## src/rtl/mem_arb_pkg.sv

```systemverilog
// Shared definitions for the unified-memory arbiter.
//   arb_state_e : FSM state encoding (IDLE/ISSUE/WAIT/DONE)
//   CNT_W       : width of the memory latency down-counter
//   STARVE_W    : width of the fetch-starvation counter
//   MEM_AW      : word-address width of the shared memory
package mem_arb_pkg;

  typedef enum logic [1:0] {
    ST_IDLE  = 2'd0,
    ST_ISSUE = 2'd1,
    ST_WAIT  = 2'd2,
    ST_DONE  = 2'd3
  } arb_state_e;

  localparam int CNT_W    = 3;
  localparam int STARVE_W = 4;
  localparam int MEM_AW   = 7;

endpackage

```

## src/rtl/regr.sv

```systemverilog
// Generic holding register with synchronous clear.
//   clk   : clock
//   clear : synchronous clear (dominates hold)
//   hold  : 1 = keep q, 0 = load d
//   d     : data in
//   q     : registered data out
module regr #(
  parameter int WIDTH = 32
) (
  input  logic             clk,
  input  logic             clear,
  input  logic             hold,
  input  logic [WIDTH-1:0] d,
  output logic [WIDTH-1:0] q
);

  always_ff @(posedge clk) begin
    if (clear) begin
      q <= '0;
    end else if (!hold) begin
      q <= d;
    end
  end

endmodule

```

## src/rtl/mem_arbiter.sv

```systemverilog
// Arbiter sharing one single-ported memory between an instruction-fetch
// port and a data port. One access is in flight at a time.
//   clk, reset                      : clock, synchronous active-high reset
//   if_req/if_addr                  : fetch request and byte address
//   if_ready/if_rdata               : fetch completion pulse and instruction
//   d_req/d_we/d_addr/d_wdata       : data request, write flag, address, data
//   d_ready/d_rdata                 : data completion pulse and load data
//   mem_en/mem_we/mem_addr/mem_wdata: memory command (one ISSUE cycle)
//   mem_rdata                       : memory read data, valid LATENCY cycles
//                                     after the command
//
// state | meaning
// IDLE  | waiting for a request; arbitration happens here
// ISSUE | memory command on the bus for one cycle
// WAIT  | counting down the memory latency
// DONE  | ready pulse to the winner, rdata already captured
module mem_arbiter
  import mem_arb_pkg::*;
#(
  parameter int LATENCY    = 2,
  parameter int STARVE_MAX = 4
) (
  input  logic                clk,
  input  logic                reset,
  input  logic                if_req,
  input  logic [31:0]         if_addr,
  output logic                if_ready,
  output logic [31:0]         if_rdata,
  input  logic                d_req,
  input  logic                d_we,
  input  logic [31:0]         d_addr,
  input  logic [31:0]         d_wdata,
  output logic                d_ready,
  output logic [31:0]         d_rdata,
  output logic                mem_en,
  output logic                mem_we,
  output logic [MEM_AW-1:0]   mem_addr,
  output logic [31:0]         mem_wdata,
  input  logic [31:0]         mem_rdata
);

  localparam logic [CNT_W-1:0]    LAT_INIT   = CNT_W'(LATENCY - 1);
  localparam logic [STARVE_W-1:0] STARVE_LIM = STARVE_W'(STARVE_MAX);

  arb_state_e            state_q;
  logic [CNT_W-1:0]      wait_cnt_q;
  logic [STARVE_W-1:0]   starve_q;
  logic                  sel_data_q;
  logic                  is_write_q;
  logic                  mem_en_q;
  logic                  mem_we_q;
  logic [MEM_AW-1:0]     mem_addr_q;
  logic [31:0]           mem_wdata_q;
  logic                  if_ready_q;
  logic                  d_ready_q;

  logic                  grant_data_d;
  logic [STARVE_W-1:0]   starve_d;
  logic                  rd_done;
  logic                  cap_if;
  logic                  cap_d;

  // Only word-address bits [8:2] reach the memory.
  logic unused_addr_bits;
  assign unused_addr_bits = ^{if_addr[31:9], if_addr[1:0], d_addr[31:9], d_addr[1:0]};

  // Data normally wins; a fetch that has lost STARVE_MAX times in a row wins.
  always_comb begin
    grant_data_d = d_req && !(if_req && (starve_q >= STARVE_LIM));
    starve_d     = '0;
    if (grant_data_d && if_req) begin
      starve_d = (starve_q >= STARVE_LIM) ? STARVE_LIM : starve_q + 1'b1;
    end
  end

  always_ff @(posedge clk) begin
    if (reset) begin
      state_q     <= ST_IDLE;
      wait_cnt_q  <= '0;
      starve_q    <= '0;
      sel_data_q  <= 1'b0;
      is_write_q  <= 1'b0;
      mem_en_q    <= 1'b0;
      mem_we_q    <= 1'b0;
      mem_addr_q  <= '0;
      mem_wdata_q <= '0;
      if_ready_q  <= 1'b0;
      d_ready_q   <= 1'b0;
    end else begin
      mem_en_q   <= 1'b0;
      mem_we_q   <= 1'b0;
      if_ready_q <= 1'b0;
      d_ready_q  <= 1'b0;
      case (state_q)
        ST_IDLE: begin
          if (if_req || d_req) begin
            state_q     <= ST_ISSUE;
            sel_data_q  <= grant_data_d;
            is_write_q  <= grant_data_d && d_we;
            mem_en_q    <= 1'b1;
            mem_we_q    <= grant_data_d && d_we;
            mem_addr_q  <= grant_data_d ? d_addr[8:2] : if_addr[8:2];
            mem_wdata_q <= grant_data_d ? d_wdata : '0;
            starve_q    <= starve_d;
          end
        end
        ST_ISSUE: begin
          wait_cnt_q <= LAT_INIT;
          state_q    <= ST_WAIT;
        end
        ST_WAIT: begin
          if (wait_cnt_q == '0) begin
            state_q    <= ST_DONE;
            if_ready_q <= !sel_data_q;
            d_ready_q  <= sel_data_q;
          end else begin
            wait_cnt_q <= wait_cnt_q - 1'b1;
          end
        end
        ST_DONE: begin
          state_q <= ST_IDLE;
        end
        default: begin
          state_q <= ST_IDLE;
        end
      endcase
    end
  end

  // rdata is sampled on the same edge that moves WAIT->DONE; writes never
  // disturb d_rdata.
  assign rd_done = (state_q == ST_WAIT) && (wait_cnt_q == '0);
  assign cap_if  = rd_done && !sel_data_q;
  assign cap_d   = rd_done && sel_data_q && !is_write_q;

  regr #(.WIDTH(32)) u_if_rdata (
    .clk   (clk),
    .clear (reset),
    .hold  (!cap_if),
    .d     (mem_rdata),
    .q     (if_rdata)
  );

  regr #(.WIDTH(32)) u_d_rdata (
    .clk   (clk),
    .clear (reset),
    .hold  (!cap_d),
    .d     (mem_rdata),
    .q     (d_rdata)
  );

  assign mem_en    = mem_en_q;
  assign mem_we    = mem_we_q;
  assign mem_addr  = mem_addr_q;
  assign mem_wdata = mem_wdata_q;
  assign if_ready  = if_ready_q;
  assign d_ready   = d_ready_q;

endmodule

```

## config.mk

```make
export PLATFORM = sky130hd
export DESIGN_NAME = mem_arbiter
export DESIGN_NICKNAME = d
export VERILOG_FILES = /design/src/rtl/mem_arb_pkg.sv /design/src/rtl/regr.sv /design/src/rtl/mem_arbiter.sv
export SDC_FILE = /design/constraint.sdc
export NUM_CORES = 1
export LEC_CHECK = 0
export ABC_CLOCK_PERIOD_IN_PS = 2300
export CORE_AREA = 2 2 105 107
export CTS_CLUSTER_DIAMETER = 200
export DETAILED_ROUTE_END_ITERATION = 6
export DIE_AREA = 0 0 107 109
export PLACE_DENSITY_LB_ADDON = 0.05
export SYNTH_ARGS = -nofsm -noshare
export SYNTH_HDL_FRONTEND = slang
export SYNTH_SLANG_ARGS = --single-unit
```

## constraint.sdc

```tcl
create_clock -name clk -period 2.3 [get_ports clk]
set_input_delay 0.46 -clock clk [delete_from_list [all_inputs] [get_ports clk]]
set_output_delay 0.46 -clock clk [all_outputs]
set_load 0.02 [all_outputs]
```

==> report_table.html <==
<table>
<tr><th>Metric</th><th>Value</th></tr>
<tr><th colspan="2">Status</th></tr>
<tr><td>Outcome</td><td>finished, final reports clean</td></tr>
<tr><th colspan="2">Synth</th></tr>
<tr><td>Syn Area/Cell</td><td>8.43 µm²</td></tr>
<tr><td>Compound-gate portion of the synthesized area</td><td>17.5%</td></tr>
<tr><td>Cells after synthesis</td><td>500</td></tr>
<tr><td>Post-synthesis xor/xnor area fraction</td><td>0%</td></tr>
<tr><td>Fraction of synthesis flops using an asynchronous set or reset pin</td><td>0%</td></tr>
<tr><td>Largest area contributor in the netlist</td><td>sky130_fd_sc_hd__dfxtp_1</td></tr>
<tr><td>Number of enable-type register cells in the synthesized netlist</td><td>0</td></tr>
<tr><td>Cell area after synthesis</td><td>approximately 0.0042 mm²</td></tr>
<tr><td>Leading post-synthesis cells by instance count</td><td>sky130_fd_sc_hd__nand2_1 (140), sky130_fd_sc_hd__dfxtp_1 (118), sky130_fd_sc_hd__a21oi_1 (78)</td></tr>
<tr><td>Share of the synthesized area in the top cell type</td><td>56.1%</td></tr>
<tr><td>Mux contribution to synthesized area</td><td>0.238%</td></tr>
<tr><td>Leading post-synthesis cells by cell area</td><td>sky130_fd_sc_hd__dfxtp_1 (56%), sky130_fd_sc_hd__nand2_1 (12%), sky130_fd_sc_hd__a21oi_1 (9.3%), sky130_fd_sc_hd__a22oi_1 (5.7%), sky130_fd_sc_hd__nor2_1 (4.5%)</td></tr>
<tr><td>Sequential-to-total area share from yosys stat</td><td>56.1%</td></tr>
<tr><td>Syn nets</td><td>roughly 640</td></tr>
<tr><td>Basic-gate share of the synthesized area counting and, or, nand and nor cells</td><td>19.6%</td></tr>
<tr><td>Number of different library cells in the post-synthesis netlist</td><td>31</td></tr>
<tr><td>Number of warning messages in the yosys log</td><td>0</td></tr>
<tr><td>Register bit total from synthesis</td><td>118</td></tr>
<tr><td>Most common cell in the netlist</td><td>sky130_fd_sc_hd__nand2_1</td></tr>
<tr><td>Most used DFF post-synth</td><td>sky130_fd_sc_hd__dfxtp_1</td></tr>
<tr><td>Largest family of logic cells by synthesized area</td><td>simple AND/OR/NAND/NOR gates</td></tr>
<tr><td>Adder-cell area share of the yosys netlist</td><td>1.78%</td></tr>
<tr><th colspan="2">Floorplanning</th></tr>
<tr><td>Number of placement rows</td><td>38</td></tr>
<tr><td>I/O Pins</td><td>240</td></tr>
<tr><td>Initial cell density of the core</td><td>39.7%</td></tr>
<tr><td>Chip Height</td><td>109 µm</td></tr>
<tr><td>Horiz. Die Dim</td><td>~110 µm</td></tr>
<tr><td>Total core area</td><td>0.0106 mm²</td></tr>
<tr><td>Die footprint</td><td>0.0117 mm²</td></tr>
<tr><th colspan="2">Pwr</th></tr>
<tr><td>Cell-internal power</td><td>4840 µW</td></tr>
<tr><td>Peak VDD IR</td><td>504 µV</td></tr>
<tr><td>Net switching fraction of the power</td><td>between 30 and 40%</td></tr>
<tr><td>Sequential share of power</td><td>35.3%</td></tr>
<tr><td>Fraction of power consumed by the clock network</td><td>35.6%</td></tr>
<tr><td>Comb power frac</td><td>29.2%</td></tr>
<tr><td>Leak Pwr</td><td>0.00246 µW</td></tr>
<tr><td>NetSw</td><td>about 2200 µW</td></tr>
<tr><td>Total power density per cell area</td><td>1040 mW/mm²</td></tr>
<tr><td>Pwr Total</td><td>approximately 7000 µW</td></tr>
<tr><th colspan="2">Drt</th></tr>
<tr><td>Initial drt markers</td><td>about 220</td></tr>
<tr><td>Final WL</td><td>12100 µm</td></tr>
<tr><td>Total vias in the final route</td><td>between 4000 and 5000</td></tr>
<tr><td>Sum of routed wire segments on met1</td><td>4940 µm</td></tr>
<tr><td>Detailed-route vias per instance</td><td>4.94</td></tr>
<tr><td>Detailed route wirelength on metal2</td><td>5720 µm</td></tr>
<tr><td>Number of detailed-routing iterations run before antenna repair</td><td>4</td></tr>
<tr><td>Remaining design rule violation count</td><td>0</td></tr>
<tr><td>Uppermost signal routing layer after detailed routing</td><td>met4</td></tr>
<tr><td>Detail Route met3 WL</td><td>between 1000 and 1500 µm</td></tr>
<tr><td>Routed WL per cell</td><td>between 10 and 15 µm</td></tr>
<tr><td>Post-route ant nets</td><td>0</td></tr>
<tr><th colspan="2">Worst setup path</th></tr>
<tr><td>Slowest stage cell, crit path</td><td>sky130_fd_sc_hd__clkdlybuf4s50_1</td></tr>
<tr><td>Critical path buffers and inverters</td><td>1</td></tr>
<tr><td>Ordered cell list for the critical path</td><td>clkdlybuf4s50_1</td></tr>
<tr><td>Critical path peak fanout</td><td>2</td></tr>
<tr><td>R2R Setup Slk</td><td>between 0.5 and 0.6 ns</td></tr>
<tr><td>Family with the most delay on the worst path</td><td>buffers and inverters</td></tr>
<tr><td>Arrival time worst endpoint</td><td>1.49 ns</td></tr>
<tr><td>Crit Path Category</td><td>flop to primary output</td></tr>
<tr><td>Worst endpoint required time</td><td>1.84 ns</td></tr>
<tr><td>Biggest cell delay along the critical path</td><td>0.64 ns</td></tr>
<tr><td>Kind of end point of the critical path</td><td>primary output</td></tr>
<tr><td>Crit path launch type</td><td>flop</td></tr>
<tr><th colspan="2">Global routing</th></tr>
<tr><td>Via count of the first global-routing pass</td><td>3995</td></tr>
<tr><td>Total routing resource utilization after global routing</td><td>approximately a fifth</td></tr>
<tr><td>Global route total overflow</td><td>0</td></tr>
<tr><td>Number of antenna violations at the first check in global routing</td><td>0</td></tr>
<tr><td>Maximum number of pins on one net before global-route repair</td><td>82</td></tr>
<tr><td>Global-route wire length before repair</td><td>18900 µm</td></tr>
<tr><th colspan="2">Layout</th></tr>
<tr><td>Layout cells sized above 1</td><td>6.22%</td></tr>
<tr><td>Layout Nets</td><td>818</td></tr>
<tr><td>Filler Cell Count</td><td>roughly 890</td></tr>
<tr><td>Relative area change from synthesis to final layout</td><td>60.6%</td></tr>
<tr><td>Antenna diode count</td><td>0</td></tr>
<tr><td>Flip-flop and latch area</td><td>roughly 0.0024 mm²</td></tr>
<tr><td>Multi-input combinational cell area</td><td>0.00166 mm²</td></tr>
<tr><th colspan="2">Clock tree</th></tr>
<tr><td>Number of buffers inserted for hold repair after clock tree synthesis</td><td>0</td></tr>
<tr><td>Number of buffers added by the clock tree synthesis step</td><td>17</td></tr>
<tr><td>Clock Tree Root</td><td>sky130_fd_sc_hd__clkbuf_8</td></tr>
<tr><td>H-tree levels</td><td>4</td></tr>
<tr><td>Reg clk slew, reported paths</td><td>0.06 ns</td></tr>
<tr><td>Clock tree from TritonCTS</td><td>done</td></tr>
<tr><td>Maximum count of clock buffers along a single path</td><td>2</td></tr>
<tr><td>Post-CTS Setup Bufs</td><td>0</td></tr>
<tr><td>Clock sink total</td><td>about 120</td></tr>
<tr><td>Number of resized instances in the post-cts repair step</td><td>0</td></tr>
<tr><td>Clock network latency to the later pin of the worst-skew pair</td><td>0.51 ns</td></tr>
<tr><th colspan="2">STA</th></tr>
<tr><td>Least setup slack across all paths after layout</td><td>approximately 0.35 ns</td></tr>
<tr><td>Worst slack on hold paths</td><td>0.296 ns</td></tr>
<tr><td>Maximum frequency from static timing analysis</td><td>514 MHz</td></tr>
<tr><td>Share of the clock period used by the worst path</td><td>84.6%</td></tr>
<tr><td>Count of endpoints failing setup in the final report</td><td>0</td></tr>
<tr><td>Setup tns final</td><td>0 ns</td></tr>
<tr><td>Relative slew slack</td><td>74.3%</td></tr>
<tr><td>Clock skew</td><td>just under 0.01 ns</td></tr>
<tr><td>Tightest Pin Transition</td><td>0.385 ns</td></tr>
<tr><td>Minimum clock period after layout</td><td>around 2 ns</td></tr>
<tr><td>Hold Vio Cnt, Final</td><td>0</td></tr>
<tr><td>Number of max-slew violations in the final report</td><td>0</td></tr>
<tr><td>Unrepaired setup endpoints after global routing</td><td>no</td></tr>
<tr><th colspan="2">Min path</th></tr>
<tr><td>Worst min path class</td><td>input port to flop</td></tr>
<tr><th colspan="2">Placement</th></tr>
<tr><td>Post-DP HPWL</td><td>7990 µm</td></tr>
<tr><td>Number of port buffers</td><td>about 190</td></tr>
<tr><td>Worst slack after detailed placement</td><td>0.178 ns</td></tr>
<tr><td>Global placer's final weighted congestion</td><td>0.719</td></tr>
<tr><th colspan="2">Run</th></tr>
<tr><td>Max-cap viol count</td><td>0</td></tr>
</table>
==> power by group through the flow <==
stage / combinational (µW) / clock, µW / sequential (µW)
floorplan: 868 / 0 / 2800
global placement: 2020 / 0 / 2500
finish: 2040 / 2490 / 2470
global route: 2230 / 2640 / 2500
detailed placement: 2050 / 0 / 2510
CTS: 2060 / 2550 / 2470
==> per-layer routing <==
metal	GRT usage (%)	vias to the layer above
li1	-	2020
met1	23.1	1908
met2	34.8	153
met3	8.97	27
met4	9.37	0
met5	0	-
==> cell usage in the layout (no fill, tap or decap), types with 2 or more instances in the layout <==
master,Yosys,final
sky130_fd_sc_hd__a21oi_1,78,78
sky130_fd_sc_hd__nand2_1,140,140
sky130_fd_sc_hd__a22oi_1,32,32
sky130_fd_sc_hd__buf_12,0,3
sky130_fd_sc_hd__clkbuf_16,0,16
sky130_fd_sc_hd__dfxtp_1,118,118
sky130_fd_sc_hd__ha_1,6,6
sky130_fd_sc_hd__clkbuf_1,12,2
sky130_fd_sc_hd__nand3b_1,2,2
sky130_fd_sc_hd__buf_4,4,6
sky130_fd_sc_hd__clkinv_2,0,5
sky130_fd_sc_hd__clkbuf_8,0,4
sky130_fd_sc_hd__a211oi_1,7,7
sky130_fd_sc_hd__nor2_2,0,2
sky130_fd_sc_hd__clkdlybuf4s50_1,0,188
sky130_fd_sc_hd__nor2_1,50,48
sky130_fd_sc_hd__o21ai_0,2,2
sky130_fd_sc_hd__bufinv_16,0,2
sky130_fd_sc_hd__or2_1,2,2
sky130_fd_sc_hd__inv_1,6,6
sky130_fd_sc_hd__nor3_1,3,3
sky130_fd_sc_hd__and3_1,3,3
==> sequential cells by signal, summed over array words and instances (netlist names) <==
signal	count
mem_we	1
if_ready	1
starve_q	4
u_if_rdata.q	32
u_d_rdata.q	32
wait_cnt_q	3
is_write_q	1
mem_en	1
state_q	2
mem_addr	7
mem_wdata	32
sel_data_q	1
d_ready	1
==> cell families (layout without fill, tap and decap cells) <==
family | after synthesis | in the layout
DFF | 118 | 118
muxes | 1 | 1
and+or+nand+nor | 208 | 208
AOI/OAI and AO/OA | 124 | 124
adders and majority gates | 6 | 6
buffers and inverters | 43 | 234
==> cell type report <==
class	count	area share (%)
Inverter	6	0.333
Clock inverter	9	1.50
Multi-Input combinational cell	339	24.5
Sequential cell	118	34.9
Tap cell	140	2.59
Timing Repair Buffer	197	29.4
Clock buffer	22	6.84
==> worst paths after layout <==
path                               startpoint             end  cells past startpoint
worst max-delay path              mem_addr[6]     mem_addr[6]                      1
worst min-delay path                    reset     starve_q[1]                      2
worst max register to register     state_q[0]  u_d_rdata.q[5]                      7
worst min register to register  wait_cnt_q[1]   wait_cnt_q[1]                      2
==> metrics by stage <==
stage / instances / cell area [µm²] / utilization (%)
after CTS: 831 / 6770 / 63.8
after global routing: 831 / 6770 / 63.8
after global placement: 800 / 6200 / 58.5
final: 831 / 6770 / 63.8
after detailed placement: 800 / 6200 / 58.5
after floorplan: 500 / 4210 / -
No activity file was read; power rests on OpenSTA's default activity.
